$ cat config.mk
export PLATFORM = sky130hd
export DESIGN_NAME = chirp_phase_gen
export DESIGN_NICKNAME = d
export VERILOG_FILES = /design/src/rtl/chirp_phase_gen.sv
export SDC_FILE = /design/constraint.sdc
export NUM_CORES = 1
export LEC_CHECK = 0
export ABC_AREA = 1
export BUFFER_PORTS_ARGS = -buffer_cell sky130_fd_sc_hd__buf_4
export CAP_MARGIN = 20
export CORE_MARGIN = 1.5
export CORE_UTILIZATION = 40
export DETAILED_ROUTE_END_ITERATION = 10
export PLACE_DENSITY_LB_ADDON = 0.15
export RECOVER_POWER = 50
export SLEW_MARGIN = 5
export SYNTH_ARGS = -nofsm -noshare
export SYNTH_HDL_FRONTEND = slang
export SYNTH_SLANG_ARGS = --single-unit
$ cat constraint.sdc
create_clock -name clk -period 4.2 [get_ports clk]
set_input_delay 0.42 -clock clk [delete_from_list [all_inputs] [get_ports clk]]
set_output_delay 0.42 -clock clk [all_outputs]
set_load 0.01 [all_outputs]
$ cat src/rtl/chirp_phase_gen.sv
// LoRa chirp phase generator: a per-symbol up/down frequency ramp with cyclic wrap,
// integrated into a phase accumulator that stays continuous across symbols and idle gaps.
module chirp_phase_gen #(
  parameter int PRECISION = 16,
  parameter int SF        = 7,
  parameter int OSR_LOG2  = 0
) (
  input  logic                 clk,
  input  logic                 rst,
  input  logic                 sample_en,
  input  logic                 sym_valid,
  output logic                 sym_ready,
  input  logic [SF-1:0]        sym_value,
  input  logic                 sym_down,
  output logic [PRECISION-1:0] angle,
  output logic                 angle_valid,
  output logic                 sym_first,
  output logic                 sym_last
);

  localparam int CW      = SF + OSR_LOG2;
  localparam int FW      = PRECISION + 2;
  localparam int S_SHIFT = PRECISION - SF - OSR_LOG2;

  localparam logic signed [FW-1:0] ONE_C    = {{(FW-1){1'b0}}, 1'b1};
  localparam logic signed [FW-1:0] H_C      = ONE_C << (PRECISION - 1 - OSR_LOG2);
  localparam logic signed [FW-1:0] TWO_H_C  = ONE_C << (PRECISION - OSR_LOG2);
  localparam logic signed [FW-1:0] STEP_C   = ONE_C << (PRECISION - SF - 2 * OSR_LOG2);
  localparam logic [CW-1:0]        LAST_C   = {CW{1'b1}};
  localparam logic [CW-1:0]        CNT_ONE_C = {{(CW-1){1'b0}}, 1'b1};

  typedef enum logic [0:0] {
    IDLE = 1'b0,
    RUN  = 1'b1
  } state_t;

  state_t                 state_r;
  logic [PRECISION-1:0]   phase_r;
  // One guard bit above the PRECISION+1 signed range keeps the ramp arithmetic overflow-free.
  logic signed [FW-1:0]   freq_r;
  logic [CW-1:0]          cnt_r;
  logic                   dir_r;
  logic                   angle_valid_r;

  logic                   accept_s;
  logic signed [FW-1:0]   freq_step_s;
  logic signed [FW-1:0]   freq_next_s;
  logic signed [FW-1:0]   bin_s;
  logic signed [FW-1:0]   freq_load_s;

  assign sym_ready   = !rst && ((state_r == IDLE) ||
                                ((state_r == RUN) && sample_en && (cnt_r == LAST_C)));
  assign accept_s    = sym_valid && sym_ready;
  assign angle       = phase_r;
  assign angle_valid = angle_valid_r;
  assign sym_first   = (state_r == RUN) && (cnt_r == {CW{1'b0}});
  assign sym_last    = (state_r == RUN) && (cnt_r == LAST_C);

  // Next ramp frequency with cyclic wrap, and the start frequency of a newly accepted symbol.
  always_comb begin
    freq_step_s = freq_r;
    freq_next_s = freq_r;
    bin_s       = {{(FW-SF){1'b0}}, sym_value} << S_SHIFT;
    if (dir_r) begin
      freq_step_s = freq_r - STEP_C;
      if (freq_step_s < -H_C) begin
        freq_next_s = freq_step_s + TWO_H_C;
      end else begin
        freq_next_s = freq_step_s;
      end
    end else begin
      freq_step_s = freq_r + STEP_C;
      if (freq_step_s >= H_C) begin
        freq_next_s = freq_step_s - TWO_H_C;
      end else begin
        freq_next_s = freq_step_s;
      end
    end
    if (sym_down) begin
      freq_load_s = H_C - bin_s;
    end else begin
      freq_load_s = bin_s - H_C;
    end
  end

  // Symbol sequencing, phase accumulation and frequency ramp.
  always_ff @(posedge clk) begin
    if (rst) begin
      state_r       <= IDLE;
      phase_r       <= '0;
      freq_r        <= '0;
      cnt_r         <= '0;
      dir_r         <= 1'b0;
      angle_valid_r <= 1'b0;
    end else begin
      // An accept while running can only happen on the final advancing sample.
      if ((state_r == RUN) && sample_en) begin
        phase_r <= phase_r + freq_r[PRECISION-1:0];
      end
      if (accept_s) begin
        state_r       <= RUN;
        cnt_r         <= '0;
        dir_r         <= sym_down;
        freq_r        <= freq_load_s;
        angle_valid_r <= 1'b1;
      end else if ((state_r == RUN) && sample_en) begin
        cnt_r  <= cnt_r + CNT_ONE_C;
        freq_r <= freq_next_s;
        if (cnt_r == LAST_C) begin
          state_r       <= IDLE;
          angle_valid_r <= 1'b0;
        end
      end
    end
  end

endmodule

# Word level (Yosys, flattened, before mapping)
# Index checks and enable logic that the tools add are counted.
# Widths: inputs -> output; s select.
[totals]
ff_bits = 43
[op_classes]
n_addsub = 8
order_cmp = 2
eq_ne = 1
mux = 9
bitwise = 1
reduce_logical = 13
[ops]
columns = ["operator", "n"]
rows = [
  ["$mux 18", 6],
  ["$add 18x11->18 const B", 1],
  ["$add 18x18->18 const B", 1],
  ["$ge 18x17->1 const B", 1],
  ["$lt 18x16->1 const B", 1],
  ["$sub 18x11->18 const B", 1],
  ["$sub 18x18->18 const B", 1],
  ["$sub 16x16->17 const A", 1],
  ["$sub 16x16->17 const B", 1],
  ["$add 16x16->16", 1],
  ["$add 7x1->7 const B", 1],
  ["$eq 7x7->1 const B", 1],
  ["$logic_not 7->1", 1],
  ["$logic_and 1x1->1", 6],
  ["$reduce_bool 2->1", 2],
  ["$mux 1", 3],
  ["$reduce_and 2->1", 1],
  ["$reduce_or 2->1", 1],
  ["$logic_not 1->1", 1],
  ["$logic_or 1x1->1", 1],
  ["$not 1->1", 1],
]

# Longest topological paths before layout
# Gate-level depths: netlist of run 1.
[depth]
depth_word = 7
depth_mapped = 11

# Worst setup path before layout of run 1
# No wires, ideal clock.
[synth_timing]
kind = "flip-flop to output port"
start = "register cnt_r[0]"
end = "output sym_ready"
arrival_ns = 1.136
t_required_ns = 3.780
setup_slack_ns = 2.644
path_stages_with_launch = 6
n_path_buf = 0
path_cell_list = "dfxtp_1 -> ha_1 -> nand2_1 -> nor2_1 -> nand3_2 -> a21oi_2"
[synth_via]
elab_chain_cells = 4
[synth_lines]
columns = ["item", "line_no", "rtl"]
rows = [
  ["start, declared", "41", "logic [CW-1:0] cnt_r;"],
  ["start signal, assigned", "107", "cnt_r <= cnt_r + CNT_ONE_C;"],
  ["$eq 7x7->1", "52", "((state_r == RUN) && sample_en && (cnt_r == LAST_C)));"],
  ["$logic_and 1x1->1", "52", ""],
  ["$logic_or 1x1->1", "51", "assign sym_ready = !rst && ((state_r == IDLE) ||"],
  ["$logic_and 1x1->1", "51", ""],
  ["end, declared", "12", "output logic sym_ready,"],
]
# No other way between the ends.

==> results_dict.tcl, run 1 <==
set metrics [dict create \
    drive_above_1_share 0.0646 \
    numCtsBuffers 5 \
    pin_count 32 \
    dp_hpwl_um 3400 \
    period_needed_ps 2930 \
    fp.dieH_um 74.4 \
    core_area_um2 4820 \
    grtUsageMet2 0.286 \
    path_delay_family "buffers and inverters" \
    finalPower_w 0.000675 \
    swShare 0.297 \
    pre_cts_slack_ps 1980 \
    setup_viol 0 \
    grt_max_degree 28 \
    synth_edf_count 0 \
    h-tree-depth 2 \
    holdPathStages 3 \
    grt_first_pass_wirelength_um 7980 \
    crit_arrival_ps 2510 \
    criticalPathCategory "flop to output port" \
    drv_cap 0 \
    cellLeakagePower_nw 1.12 \
    tightest_slew_ps 843 \
    rows 25 \
    worst-path-stages 5 \
    path_buf_inv 2 \
    synthFlopType "dfxtp_1" \
    num_vias 1969 \
    power_frac_seq 0.463 \
    internal_power_w 0.000475 \
    ir_drop_uv 140 \
    start_kind "flop" \
    final_common_cell "nand2_1" \
    rsz0062_at_grt "no" \
    whs_endpoint "freq_r[9]" \
    clock-sinks 30 \
    fin_ws_ps 1270 \
    busiest_layer "met2" \
    ctsHoldBuffers 0 \
    ctsLongestPathBuffers 2 \
    outcome "complete, no violations" \
    max_stage_delay_ps 740 \
    finClkSkew_ps 3.97 \
    powerDensity_nw_per_um2 290 \
    final.fill_count 519 \
    max_freq_mhz 341 \
    synth_seq_area_share 0.295 \
    grt_util_met3 0.0488 \
    routabilityCongestion 0.872 \
    reg2reg_slack_ps 1550 \
    netlist_area_um2 2040 \
    path_max_fanout 27 \
    ys_types 25 \
    layout.nets 381 \
    synth-seq-cells 30 \
    critPathLaunch "angle_valid" \
    layout_common_cells "nand2_1, nor2_1, inv_1" \
    reg2reg_from "angle_valid" \
    routed_via_density 4.65 \
    postSynth.asyncResetShare 0 \
    start_util 0.423 \
    grt_pass1_vias 1828 \
    route.detailed.wl_per_inst_um 10.8 \
    syn_area_per_cell_um2 6.23 \
    clkTransAtPathRegs_ps 70 \
    yosys_warnings 0 \
    power_frac_comb 0.178 \
    hold_viol_final 0 \
    grt_antenna_before_repair 0 \
    drv_slew 0 \
    syn_inst 327 \
    overflow 0 \
    drt_first_pass_iters 4 \
    port_buffers 29 \
    root_buffer "clkbuf_8" \
    reg2regPathDepth 7 \
    postCtsSetupBuffers 0 \
    crit_path_top_delay_cell "inv_1" \
    drt_iter0_markers 101 \
    grtUsageTotal 0.187 \
    postLayoutCoreUtil 0.483 \
    cts_tree "done" \
    worst_setup_path_end_kind "output port" \
    die_w_um 74.4 \
    rr_endpoint "dir_r" \
    netSwitchingPower_w 0.000200 \
    maxSlewHeadroom 0.437 \
    synthToLayoutAreaGrowth_pct 14.3 \
    ant_nets 0 \
    p_clk_frac 0.359 \
    fin_tns_setup_ps 0 \
    wl_um 4570 \
    holdCritPathClass "input port to flop" \
    antennaDiodeCount 0 \
    hp-start "sym_value[0]" \
    die_area_um2 5530 \
    post_cts_resize_count 0 \
    remaining_drc_errors 0 \
    cp.required_ps 3780 \
    grt_use_met1 0.256 \
    final.period_utilization 0.698 \
    worstPathCellList "nand2_1 -> inv_1 -> nand3_2 -> a21oi_2 -> buf_4" \
    worstSkewPairLatency_ps 280 \
]
[metrics by stage]
step | cell area, um2 | hold slack, ps | cells
2_1_floorplan | 2050 | 458 | 331
3_3_place_gp | 2300 | 426 | 415
3_5_place_dp | 2300 | 429 | 415
4_1_cts | 2390 | 376 | 423
5_1_grt | 2330 | 383 | 423
6_report | 2330 | 379 | 423
[layout make-up]
type	instances	area, um2	area share
clock buffer	7	86.3	0.0371
multi-input combinational	247	1240	0.531
tap	67	83.8	0.0360
inverter	42	158	0.0677
clock inverter	1	5.00	0.00215
timing repair buffer	29	158	0.0677
sequential	30	601	0.258
[routing by layer]
metal | share of wire | wire, um
met2 | 0.44 | 2010
met1 | 0.53 | 2410
met3 | 0.028 | 129
met5 | 0 | 0
met4 | 0.0055 | 25
[sequential cells by signal, summed over array words and instances (netlist names)]
| register | count |
|---|---|
| cnt_r | 7 |
| freq_r | 7 |
| dir_r | 1 |
| angle_valid | 1 |
| angle | 14 |
[cell usage after synthesis, types with 3 or more instances]
library cell   n  share of area
nand3b_1       3          0.011
xnor2_1        3          0.013
nand2_1       88           0.16
nor3_1         3         0.0074
clkbuf_1       8          0.015
o21ai_0       17          0.042
nand4_1        5          0.015
inv_1         41          0.076
ha_1          14          0.086
dfxtp_1       30           0.29
xor2_1         8          0.034
nand3_1       24          0.059
a21oi_1       21          0.052
nor2_1        47          0.087
[tightest hold or removal path, delay by kind of cell]
kind                   cells  cell delay [ps]
and+or+nand+nor            2              120
buffers and inverters      1               90
[power groups by stage]
stage                     registers (W)  clock network [W]   logic, W
after floorplan                0.000315                  0  0.0000910
after global placement         0.000318                  0   0.000123
after detailed placement       0.000318                  0   0.000124
after CTS                      0.000312           0.000251   0.000125
after global routing           0.000314           0.000264   0.000141
final                          0.000312           0.000242   0.000120
[worst max path at each step]
stage,to,slack (ps)
finish,sym_ready,1270
floorplan,sym_ready,2640
global route,sym_ready,980
CTS,sym_ready,1690
detailed placement,dir_r,1980
global placement,dir_r,2010
[logic make-up after synthesis]
group / share of synthesized area
xor gates and xnor gates: 0.0473
DFF: 0.295
other: 0.00184
AOI/OAI and AO/OA: 0.104
and+or+nand+nor: 0.362
adders and majority gates: 0.0860
buffers and inverters: 0.104
Power figures use the tool's default switching activity.
==> inputs of run 2 (changes only) <==
==> constraint.sdc (replaced) <==
create_clock -name clk -period 2.7 [get_ports clk]
set_input_delay 0.27 -clock clk [delete_from_list [all_inputs] [get_ports clk]]
set_output_delay 0.27 -clock clk [all_outputs]
set_load 0.01 [all_outputs]
==> run 2 against run 1 <==
Net effect:
- combinational power is 58% higher
- non-clock buffer count is 2 higher
- global-route usage is 0.19 points lower
- critical path depth is 2 higher
- register-to-register slack worse by 960 ps
- design area is 0.54% higher
- largest cell class unchanged
- largest power group unchanged
- highest routed layer unchanged
==> results_dict.tcl, run 2 (same netlist as run 1, synthesis figures left out) <==
set metrics [dict create \
    criticalPathCategory "flop to flop" \
    reg2regPathDepth 7 \
    final_common_cell "nand2_1" \
    cp.required_ps 2880 \
    hold_viol_final 0 \
    grt_antenna_before_repair 0 \
    internal_power_w 0.000738 \
    dp_hpwl_um 3460 \
    netSwitchingPower_w 0.000321 \
    path_buf_inv 2 \
    critPathCapture "freq_r[10]" \
    cellLeakagePower_nw 1.12 \
    layout_common_cells "nand2_1, nor2_1, inv_1" \
    routed_via_density 4.73 \
    routabilityCongestion 0.850 \
    period_needed_ps 2110 \
    crit_path_top_delay_cell "a31oi_1" \
    wl_um 4650 \
    worst-path-stages 7 \
    max_stage_delay_ps 550 \
    rows 25 \
    tightest_slew_ps 825 \
    rr_endpoint "freq_r[10]" \
    remaining_drc_errors 0 \
    postCtsSetupBuffers 0 \
    worstSkewPairLatency_ps 280 \
    fp.dieH_um 74.4 \
    port_buffers 29 \
    antennaDiodeCount 0 \
    overflow 0 \
    path_max_fanout 26 \
    ctsLongestPathBuffers 2 \
    reg2reg_from "angle_valid" \
    grt_pass1_vias 1825 \
    ant_nets 0 \
    drt_first_pass_iters 4 \
    fin_tns_setup_ps 0 \
    worstPathCellList "nand2_1 -> inv_2 -> clkbuf_2 -> a31oi_1 -> nand2_1 -> nand2_1 -> a21oi_1" \
    drv_slew 0 \
    critPathMostFrequentCell "nand2_1" \
    num_vias 2011 \
    outcome "complete, no violations" \
    holdCritPathClass "input port to flop" \
    synthToLayoutAreaGrowth_pct 14.9 \
    crit_arrival_ps 2290 \
    final.fill_count 529 \
    drt_iter0_markers 159 \
    drive_above_1_share 0.0726 \
    h-tree-depth 2 \
    holdPathStages 3 \
    ir_drop_uv 215 \
    die_area_um2 5530 \
    core_area_um2 4820 \
    ctsHoldBuffers 0 \
    start_kind "flop" \
    numCtsBuffers 5 \
    grt_first_pass_wirelength_um 7860 \
    die_w_um 74.4 \
    power_frac_seq 0.458 \
    largest_reg_flops 14 \
    rsz0062_at_grt "no" \
    maxSlewHeadroom 0.450 \
    pre_cts_slack_ps 845 \
    post_cts_resize_count 0 \
    reg2reg_slack_ps 590 \
    worst_setup_path_end_kind "flop" \
    max_freq_mhz 474 \
    powerDensity_nw_per_um2 453 \
    clock-sinks 30 \
    root_buffer "clkbuf_8" \
    start_util 0.423 \
    setup_viol 0 \
    fin_ws_ps 589 \
    grt_max_degree 27 \
    layout.nets 383 \
    finClkSkew_ps 10.0 \
    final.period_utilization 0.782 \
    p_clk_frac 0.364 \
    route.detailed.wl_per_inst_um 11.0 \
    power_frac_comb 0.178 \
    pin_count 32 \
    drv_cap 0 \
    swShare 0.303 \
    grtUsageTotal 0.185 \
    clkTransAtPathRegs_ps 70 \
    path_delay_family "simple AND/OR/NAND/NOR gates" \
    critPathLaunch "angle_valid" \
    cts_tree "done" \
]
## run 2: worst min path at each step
stage	start	end	slack (ps)
2_1_floorplan	sym_value[0]	freq_r[9]	400
3_3_place_gp	angle[6]	angle[6]	430
3_5_place_dp	angle[6]	angle[6]	430
4_1_cts	sym_value[0]	freq_r[9]	240
5_1_grt	sym_value[0]	freq_r[9]	280
6_report	sym_value[0]	freq_r[9]	240
## run 2: power groups by stage
stage	combinational (W)	clock [W]	sequential, W
2_1_floorplan	0.000142	0	0.000489
3_3_place_gp	0.000194	0	0.000496
3_5_place_dp	0.000195	0	0.000496
4_1_cts	0.000197	0.000396	0.000486
5_1_grt	0.000220	0.000418	0.000489
6_report	0.000189	0.000385	0.000485
## run 2: tightest hold or removal path, stage by stage
cell and delay [ps]:
buf_4 90, nor2_1 50, nor2_1 80
## run 2: layout make-up
| class | count | area, um2 | share of cell area |
|---|---|---|---|
| Multi-Input combinational cell | 247 | 1240 | 0.528 |
| Clock buffer | 6 | 82.6 | 0.0353 |
| Clock inverter | 2 | 12.5 | 0.00535 |
| Timing Repair Buffer | 31 | 166 | 0.0711 |
| Inverter | 42 | 158 | 0.0674 |
| Tap cell | 67 | 83.8 | 0.0358 |
| Sequential cell | 30 | 601 | 0.257 |
## run 2: routing by layer
metal / part of all wire / vias to the layer above / routed length (um) / GRT usage
met1: 0.51 / 874 / 2370 / 0.250
met5: 0 / - / 0 / 0
met3: 0.051 / 8 / 237 / 0.0474
li1: - / 1086 / - / -
met4: 0.017 / 0 / 80 / 0.0667
met2: 0.42 / 43 / 1970 / 0.284
## run 2: per-stage QoR
step / power, W / area, um2 / util / hold WS [ps] / instances
after floorplan: 0.000631 / 2050 / - / 405 / 331
after global placement: 0.000690 / 2310 / 0.480 / 426 / 417
after detailed placement: 0.000692 / 2310 / 0.480 / 429 / 417
after CTS: 0.00108 / 2410 / 0.500 / 238 / 425
after global routing: 0.00113 / 2340 / 0.486 / 277 / 425
final: 0.00106 / 2340 / 0.486 / 243 / 425
